[config.mk]
export PLATFORM = sky130hd
export DESIGN_NAME = mem_access_ctrl_flat
export DESIGN_NICKNAME = d
export VERILOG_FILES = /design/src/rtl/mem_access_ctrl_if.sv /design/src/rtl/mem_access_ctrl.sv /design/src/flat_wrapper.sv
export SDC_FILE = /design/constraint.sdc
export NUM_CORES = 1
export LEC_CHECK = 0
export CORE_MARGIN = 5
export CORE_UTILIZATION = 24
export CTS_BUF_LIST = sky130_fd_sc_hd__clkbuf_8 sky130_fd_sc_hd__clkbuf_16
export CTS_CLUSTER_SIZE = 30
export DETAILED_ROUTE_END_ITERATION = 12
export SLEW_MARGIN = 10
export SYNTH_ARGS = -nofsm -noshare
export SYNTH_HDL_FRONTEND = slang
export SYNTH_SLANG_ARGS = --single-unit
[constraint.sdc]
create_clock -name clk -period 8.41 [get_ports clk]
set_input_delay 2.523 -clock clk [delete_from_list [all_inputs] [get_ports clk]]
set_output_delay 2.523 -clock clk [all_outputs]
set_load 0.03 [all_outputs]
[src/rtl/mem_access_ctrl_if.sv]
// Data-bus side of the MEM-stage access controller: request fields out, accept/complete/read data back.
interface mem_access_ctrl_if;
    logic        data_req;
    logic        data_wr;
    logic [1:0]  data_size;
    logic [31:0] data_addr;
    logic [3:0]  data_wstrb;
    logic [31:0] data_wdata;
    logic        data_addr_ok;
    logic        data_data_ok;
    logic [31:0] data_rdata;

    modport master (
        output data_req, data_wr, data_size, data_addr, data_wstrb, data_wdata,
        input  data_addr_ok, data_data_ok, data_rdata
    );

    modport slave (
        input  data_req, data_wr, data_size, data_addr, data_wstrb, data_wdata,
        output data_addr_ok, data_data_ok, data_rdata
    );
endinterface

[src/rtl/mem_access_ctrl.sv]
// MEM-stage load/store sequencer: IDLE -> ADDR -> (DATA) -> DONE, stalls the pipe until the bus completes.
// Optional macro ADDR_ERR_CHECK_EN: trap misaligned accesses (adel/ades) instead of issuing them truncated.
module mem_access_ctrl (
    input  logic              clk,
    input  logic              rst,
    input  logic              mem_req,
    input  logic              mem_wr,
    input  logic [1:0]        mem_size,
    input  logic [31:0]       mem_addr,
    input  logic [31:0]       mem_wdata,
    input  logic              flush,
    output logic              stall_out,
    output logic [31:0]       mem_rdata,
    output logic              rdata_valid,
    output logic              adel,
    output logic              ades,
    mem_access_ctrl_if.master bus
);
    localparam logic [1:0] S_IDLE = 2'd0;
    localparam logic [1:0] S_ADDR = 2'd1;
    localparam logic [1:0] S_DATA = 2'd2;
    localparam logic [1:0] S_DONE = 2'd3;

    logic [1:0]  state;
    logic [1:0]  state_nxt;
    logic        kill;
    logic        wr_q;
    logic [1:0]  size_q;
    logic [31:0] addr_q;
    logic [31:0] wdata_q;
    logic [3:0]  wstrb_q;

    logic        is_byte;
    logic        is_half;
    logic        misaligned;
    logic        req_ok;
    logic        accept;
    logic        capture;
    logic [31:0] addr_fix;
    logic [3:0]  wstrb_nxt;
    logic [31:0] wdata_nxt;

    assign is_byte    = (mem_size == 2'b00);
    assign is_half    = (mem_size == 2'b01);
    assign misaligned = (is_half & mem_addr[0]) | (!is_byte & !is_half & (mem_addr[1:0] != 2'b00));
    assign req_ok     = (state == S_IDLE) & mem_req & !flush & !rst;

`ifdef ADDR_ERR_CHECK_EN
    assign accept = req_ok & !misaligned;
    assign adel   = req_ok & misaligned & !mem_wr;
    assign ades   = req_ok & misaligned & mem_wr;
`else
    assign accept = req_ok;
    assign adel   = 1'b0;
    assign ades   = 1'b0;
`endif

    // Low address bits are forced to the access alignment; strobes follow the forced address.
    always_comb begin
        addr_fix = mem_addr;
        if (is_half) begin
            addr_fix[0] = 1'b0;
        end else if (!is_byte) begin
            addr_fix[1:0] = 2'b00;
        end
    end

    always_comb begin
        wstrb_nxt = 4'b0000;
        if (mem_wr) begin
            if (is_byte) begin
                case (addr_fix[1:0])
                    2'b00:   wstrb_nxt = 4'b1000;
                    2'b01:   wstrb_nxt = 4'b0100;
                    2'b10:   wstrb_nxt = 4'b0010;
                    default: wstrb_nxt = 4'b0001;
                endcase
            end else if (is_half) begin
                wstrb_nxt = addr_fix[1] ? 4'b0011 : 4'b1100;
            end else begin
                wstrb_nxt = 4'b1111;
            end
        end
    end

    always_comb begin
        if (is_byte) begin
            wdata_nxt = {4{mem_wdata[7:0]}};
        end else if (is_half) begin
            wdata_nxt = {2{mem_wdata[15:0]}};
        end else begin
            wdata_nxt = mem_wdata;
        end
    end

    always_comb begin
        state_nxt = state;
        case (state)
            S_IDLE: if (accept) state_nxt = S_ADDR;
            S_ADDR: if (bus.data_addr_ok) state_nxt = bus.data_data_ok ? S_DONE : S_DATA;
            S_DATA: if (bus.data_data_ok) state_nxt = S_DONE;
            default: state_nxt = S_IDLE;
        endcase
    end

    assign capture = ((state == S_ADDR) & bus.data_addr_ok & bus.data_data_ok) |
                     ((state == S_DATA) & bus.data_data_ok);

    always_ff @(posedge clk or posedge rst) begin
        if (rst) begin
            state     <= S_IDLE;
            kill      <= 1'b0;
            wr_q      <= 1'b0;
            size_q    <= 2'b00;
            addr_q    <= 32'h0;
            wdata_q   <= 32'h0;
            wstrb_q   <= 4'b0000;
            mem_rdata <= 32'h0;
        end else begin
            state <= state_nxt;
            if (accept) begin
                wr_q    <= mem_wr;
                size_q  <= mem_size;
                addr_q  <= addr_fix;
                wdata_q <= wdata_nxt;
                wstrb_q <= wstrb_nxt;
            end
            if (capture) begin
                mem_rdata <= bus.data_rdata;
            end
            // A flush mid-flight lets the bus finish but hides the result from the pipe.
            if (accept || state == S_DONE) begin
                kill <= 1'b0;
            end else if ((state == S_ADDR || state == S_DATA) && flush) begin
                kill <= 1'b1;
            end
        end
    end

    assign bus.data_req   = (state == S_ADDR);
    assign bus.data_wr    = wr_q;
    assign bus.data_size  = size_q;
    assign bus.data_addr  = addr_q;
    assign bus.data_wstrb = wstrb_q;
    assign bus.data_wdata = wdata_q;

    assign stall_out   = (state == S_ADDR) | (state == S_DATA) | accept;
    assign rdata_valid = (state == S_DONE) & !wr_q & !kill;
endmodule
[src/flat_wrapper.sv]
// flat-port wrapper written by rule: the top's interface ports become plain ports
module mem_access_ctrl_flat 
  (clk, rst, mem_req, mem_wr, mem_size, mem_addr, mem_wdata, flush, stall_out, mem_rdata, rdata_valid, adel, ades, bus_data_req, bus_data_wr, bus_data_size, bus_data_addr, bus_data_wstrb, bus_data_wdata, bus_data_addr_ok, bus_data_data_ok, bus_data_rdata);
  mem_access_ctrl_if bus_i ();
  input  logic clk;
  input  logic rst;
  input  logic mem_req;
  input  logic mem_wr;
  input  logic [1:0] mem_size;
  input  logic [31:0] mem_addr;
  input  logic [31:0] mem_wdata;
  input  logic flush;
  output logic stall_out;
  output logic [31:0] mem_rdata;
  output logic rdata_valid;
  output logic adel;
  output logic ades;
  output wire logic [$bits(bus_i.data_req)-1:0] bus_data_req;
  output wire logic [$bits(bus_i.data_wr)-1:0] bus_data_wr;
  output wire logic [$bits(bus_i.data_size)-1:0] bus_data_size;
  output wire logic [$bits(bus_i.data_addr)-1:0] bus_data_addr;
  output wire logic [$bits(bus_i.data_wstrb)-1:0] bus_data_wstrb;
  output wire logic [$bits(bus_i.data_wdata)-1:0] bus_data_wdata;
  input wire logic [$bits(bus_i.data_addr_ok)-1:0] bus_data_addr_ok;
  input wire logic [$bits(bus_i.data_data_ok)-1:0] bus_data_data_ok;
  input wire logic [$bits(bus_i.data_rdata)-1:0] bus_data_rdata;
  assign bus_data_req = bus_i.data_req;
  assign bus_data_wr = bus_i.data_wr;
  assign bus_data_size = bus_i.data_size;
  assign bus_data_addr = bus_i.data_addr;
  assign bus_data_wstrb = bus_i.data_wstrb;
  assign bus_data_wdata = bus_i.data_wdata;
  assign bus_i.data_addr_ok = bus_data_addr_ok;
  assign bus_i.data_data_ok = bus_data_data_ok;
  assign bus_i.data_rdata = bus_data_rdata;
  mem_access_ctrl u_core (.clk(clk), .rst(rst), .mem_req(mem_req), .mem_wr(mem_wr), .mem_size(mem_size), .mem_addr(mem_addr), .mem_wdata(mem_wdata), .flush(flush), .stall_out(stall_out), .mem_rdata(mem_rdata), .rdata_valid(rdata_valid), .adel(adel), .ades(ades), .bus(bus_i));
endmodule
==> results.py <==
metrics = {
    "routing": {
        "maxUsedRoutingLayer": "met4",
        "dr.pass1.iters": 4,
        "drc": 0,
        "routed_wl_mm": 13.50,
        "vias": 3628,
        "wire_per_inst_um": 15.87,
        "drtIter0Drc": 98,
        "viasPerCell": 4.263,
        "met2_length_mm": 6.271,
        "wirelength_met1_mm": 5.746,
        "wl_met3_mm": 1.264,
        "ant_nets": 0,
    },
    "hold_path": {
        "hp-class": "flip-flop to flip-flop",
    },
    "logic_synthesis": {
        "post_synth.cell_area_avg_um2": 10.95,
        "synth_cells": 410,
        "yosysWarnings": 0,
        "synth-seq-cells": 106,
        "synth-seq-area-share_pct": 59.10,
        "syn-cell-area_um2": 4488,
        "synth_cell_type_count": 27,
    },
    "sta": {
        "rsz0062_at_grt": "no",
        "tightest_slew_ns": 0.9536,
        "slew_viol_final": 0,
        "finClkSkew_ns": 0.009119,
        "setup_viol_count_final": 0,
        "fin_crit_ns": 6.539,
        "finalSetupTns_ns": 0,
        "fmaxAchievable_ghz": 0.1529,
        "fin_crit_sh_pct": 77.76,
        "maxSlewHeadroom_pct": 36.43,
        "hold_viol": 0,
    },
    "clock_network": {
        "clock-sinks": 106,
        "clockBufferDepth": 2,
        "cts_max_level": 3,
        "postCtsHoldBufs": 0,
        "cts_setup_buffers": 0,
        "postCtsResizedCells": 0,
        "clkSlewWorstSetupHoldPaths_ns": 0.07,
        "clk_latency_ns": 0.34,
        "cts_inserted_buffers": 9,
        "root_buffer": "clkbuf_16",
        "cts_tree": "yes",
    },
    "setup_path": {
        "worstPathMaxFanout": 3,
        "critPathCaptureType": "primary output",
        "critPathLaunchType": "primary input",
        "critPathKind": "primary input to primary output",
        "arrival_ns": 4.02,
        "required_ns": 5.89,
    },
    "power": {
        "power.total_mw": 2.762,
        "powerDensity_nw_per_um2": 391.9,
        "p_leak_nw": 3.155,
        "vdd_drop_max_mv": 0.1747,
    },
    "finish": {
        "drive_above_1_share_pct": 10.70,
        "fin_cells": 851,
        "fin_util_pct": 37.93,
        "syn_to_final_growth_pct": 57.04,
        "diodes": 0,
        "finish.net_count": 722,
    },
    "floorplan": {
        "dieArea_um2": 21540,
        "pin_count": 213,
        "core_um2": 18580,
        "die_w_um": 146.8,
        "row_count": 50,
        "start_util_pct": 24.15,
        "chipHeight_um": 146.8,
    },
    "global_routing": {
        "grt-ovfl-total": 0,
        "grt_pass1_wl_mm": 21.94,
        "grt_pass1_vias": 4007,
        "antenna_found_initial": 0,
        "grt_max_degree": 86,
        "grt_usage_pct": 12.75,
    },
    "placement": {
        "place_inst": 835,
        "portBuffers": 210,
        "routabilityCongestion": 0.7037,
        "dp.final_hpwl_mm": 9.927,
    },
    "run_status": {
        "status": "completed",
    },
    "run": {
        "cap_violations": 0,
    },
}
cell usage in the layout (no fill, tap or decap), drive strengths merged, types with 3 or more instances in the layout:
| cell type | instances |
|---|---|
| clkbuf | 9 |
| ha | 5 |
| buf | 5 |
| nand2 | 152 |
| clkdlybuf4s50 | 210 |
| mux2 | 43 |
| o21ai | 28 |
| inv | 10 |
| dfrtp | 106 |
| o31ai | 3 |
| nand2b | 3 |
| mux2i | 24 |
kinds of logic after synthesis:
logic type      synth area share [%]
simple gates                   14.89
other cells                  0.08356
compound gates                 4.572
fa+ha+maj                      1.394
buf+inv                        3.819
mux                            16.14
flops                          59.10
stage by stage:
stage,cell area (µm²),worst slack [ns],hold slack [ns]
6_report,7048,1.871,0.4787
5_1_grt,7048,1.812,0.4986
4_1_cts,7048,1.864,0.4808
3_5_place_dp,6778,1.872,0.4610
3_3_place_gp,6778,1.877,0.4595
2_1_floorplan,4492,2.720,0.5163
cells in the mapped netlist, drive strengths merged:
master     n  area share (%)
nand4bb    1            0.61
mux2i     24             5.4
and4bb     1            0.28
a211oi     1            0.17
o31ai      3            0.50
a21o       1            0.17
o21ai     28             3.1
o21a       1            0.17
nand2    152              13
nand2b     3            0.42
nor3       2            0.22
mux2      43              11
nor3b      1            0.17
buf       16             2.6
nor2       2            0.33
dfrtp    106              59
conb       1           0.084
a21oi      2            0.22
a222oi     1            0.22
inv        6            0.50
ha         5             1.4
and2       1            0.14
clkbuf     9            0.75
where the power goes:
group          total, mW  switching (mW)  internal [mW]
clock              0.389           0.189          0.200
combinational       1.48           0.830          0.647
sequential         0.897           0.136          0.761
final timing paths:
kind | from | endpoint | slack (ns) | cells past startpoint
hold reg to reg | u_core.bus.data_addr[26] | u_core.bus.data_addr[26] | 0.48 | 2
setup / recovery | rst | stall_out | 1.87 | 4
setup reg to reg | u_core.state[0] | u_core.state[0] | 6.11 | 6
hold / removal | u_core.bus.data_addr[26] | u_core.bus.data_addr[26] | 0.48 | 2
min in group asynchronous | rst | u_core.bus.data_addr[7] | 2.61 | 2
max in group asynchronous | rst | u_core.kill | 4.45 | 3
routing by layer:
layer	vias up	GRT usage, %
met5	-	0
met4	0	4.657
met3	16	5.398
met2	149	20.40
met1	1720	15.39
li1	1743	-
state kept, by name (all words and copies together), names as in the netlist:
signal,flops
u_core.bus.data_addr,32
u_core.mem_rdata,32
u_core.state,2
u_core.bus.data_size,2
u_core.bus.data_wdata,32
u_core.bus.data_wr,1
u_core.kill,1
u_core.bus.data_wstrb,4
layout make-up:
cell class | count | area, µm²
Multi-Input combinational cell | 274 | 1668
Tap cell | 234 | 292.8
Timing Repair Buffer | 215 | 2140
Clock inverter | 7 | 45.04
Fill cell | 1825 | 11530
Clock buffer | 9 | 225.2
Inverter | 6 | 25.02
Sequential cell | 106 | 2653
worst max-delay path: stages:
cell             delay [ns]
clkdlybuf4s50_1        0.48
nand4bb_4              0.26
nand2b_1               0.09
clkdlybuf4s50_1        0.66
No activity file was read; power rests on OpenSTA's default activity.
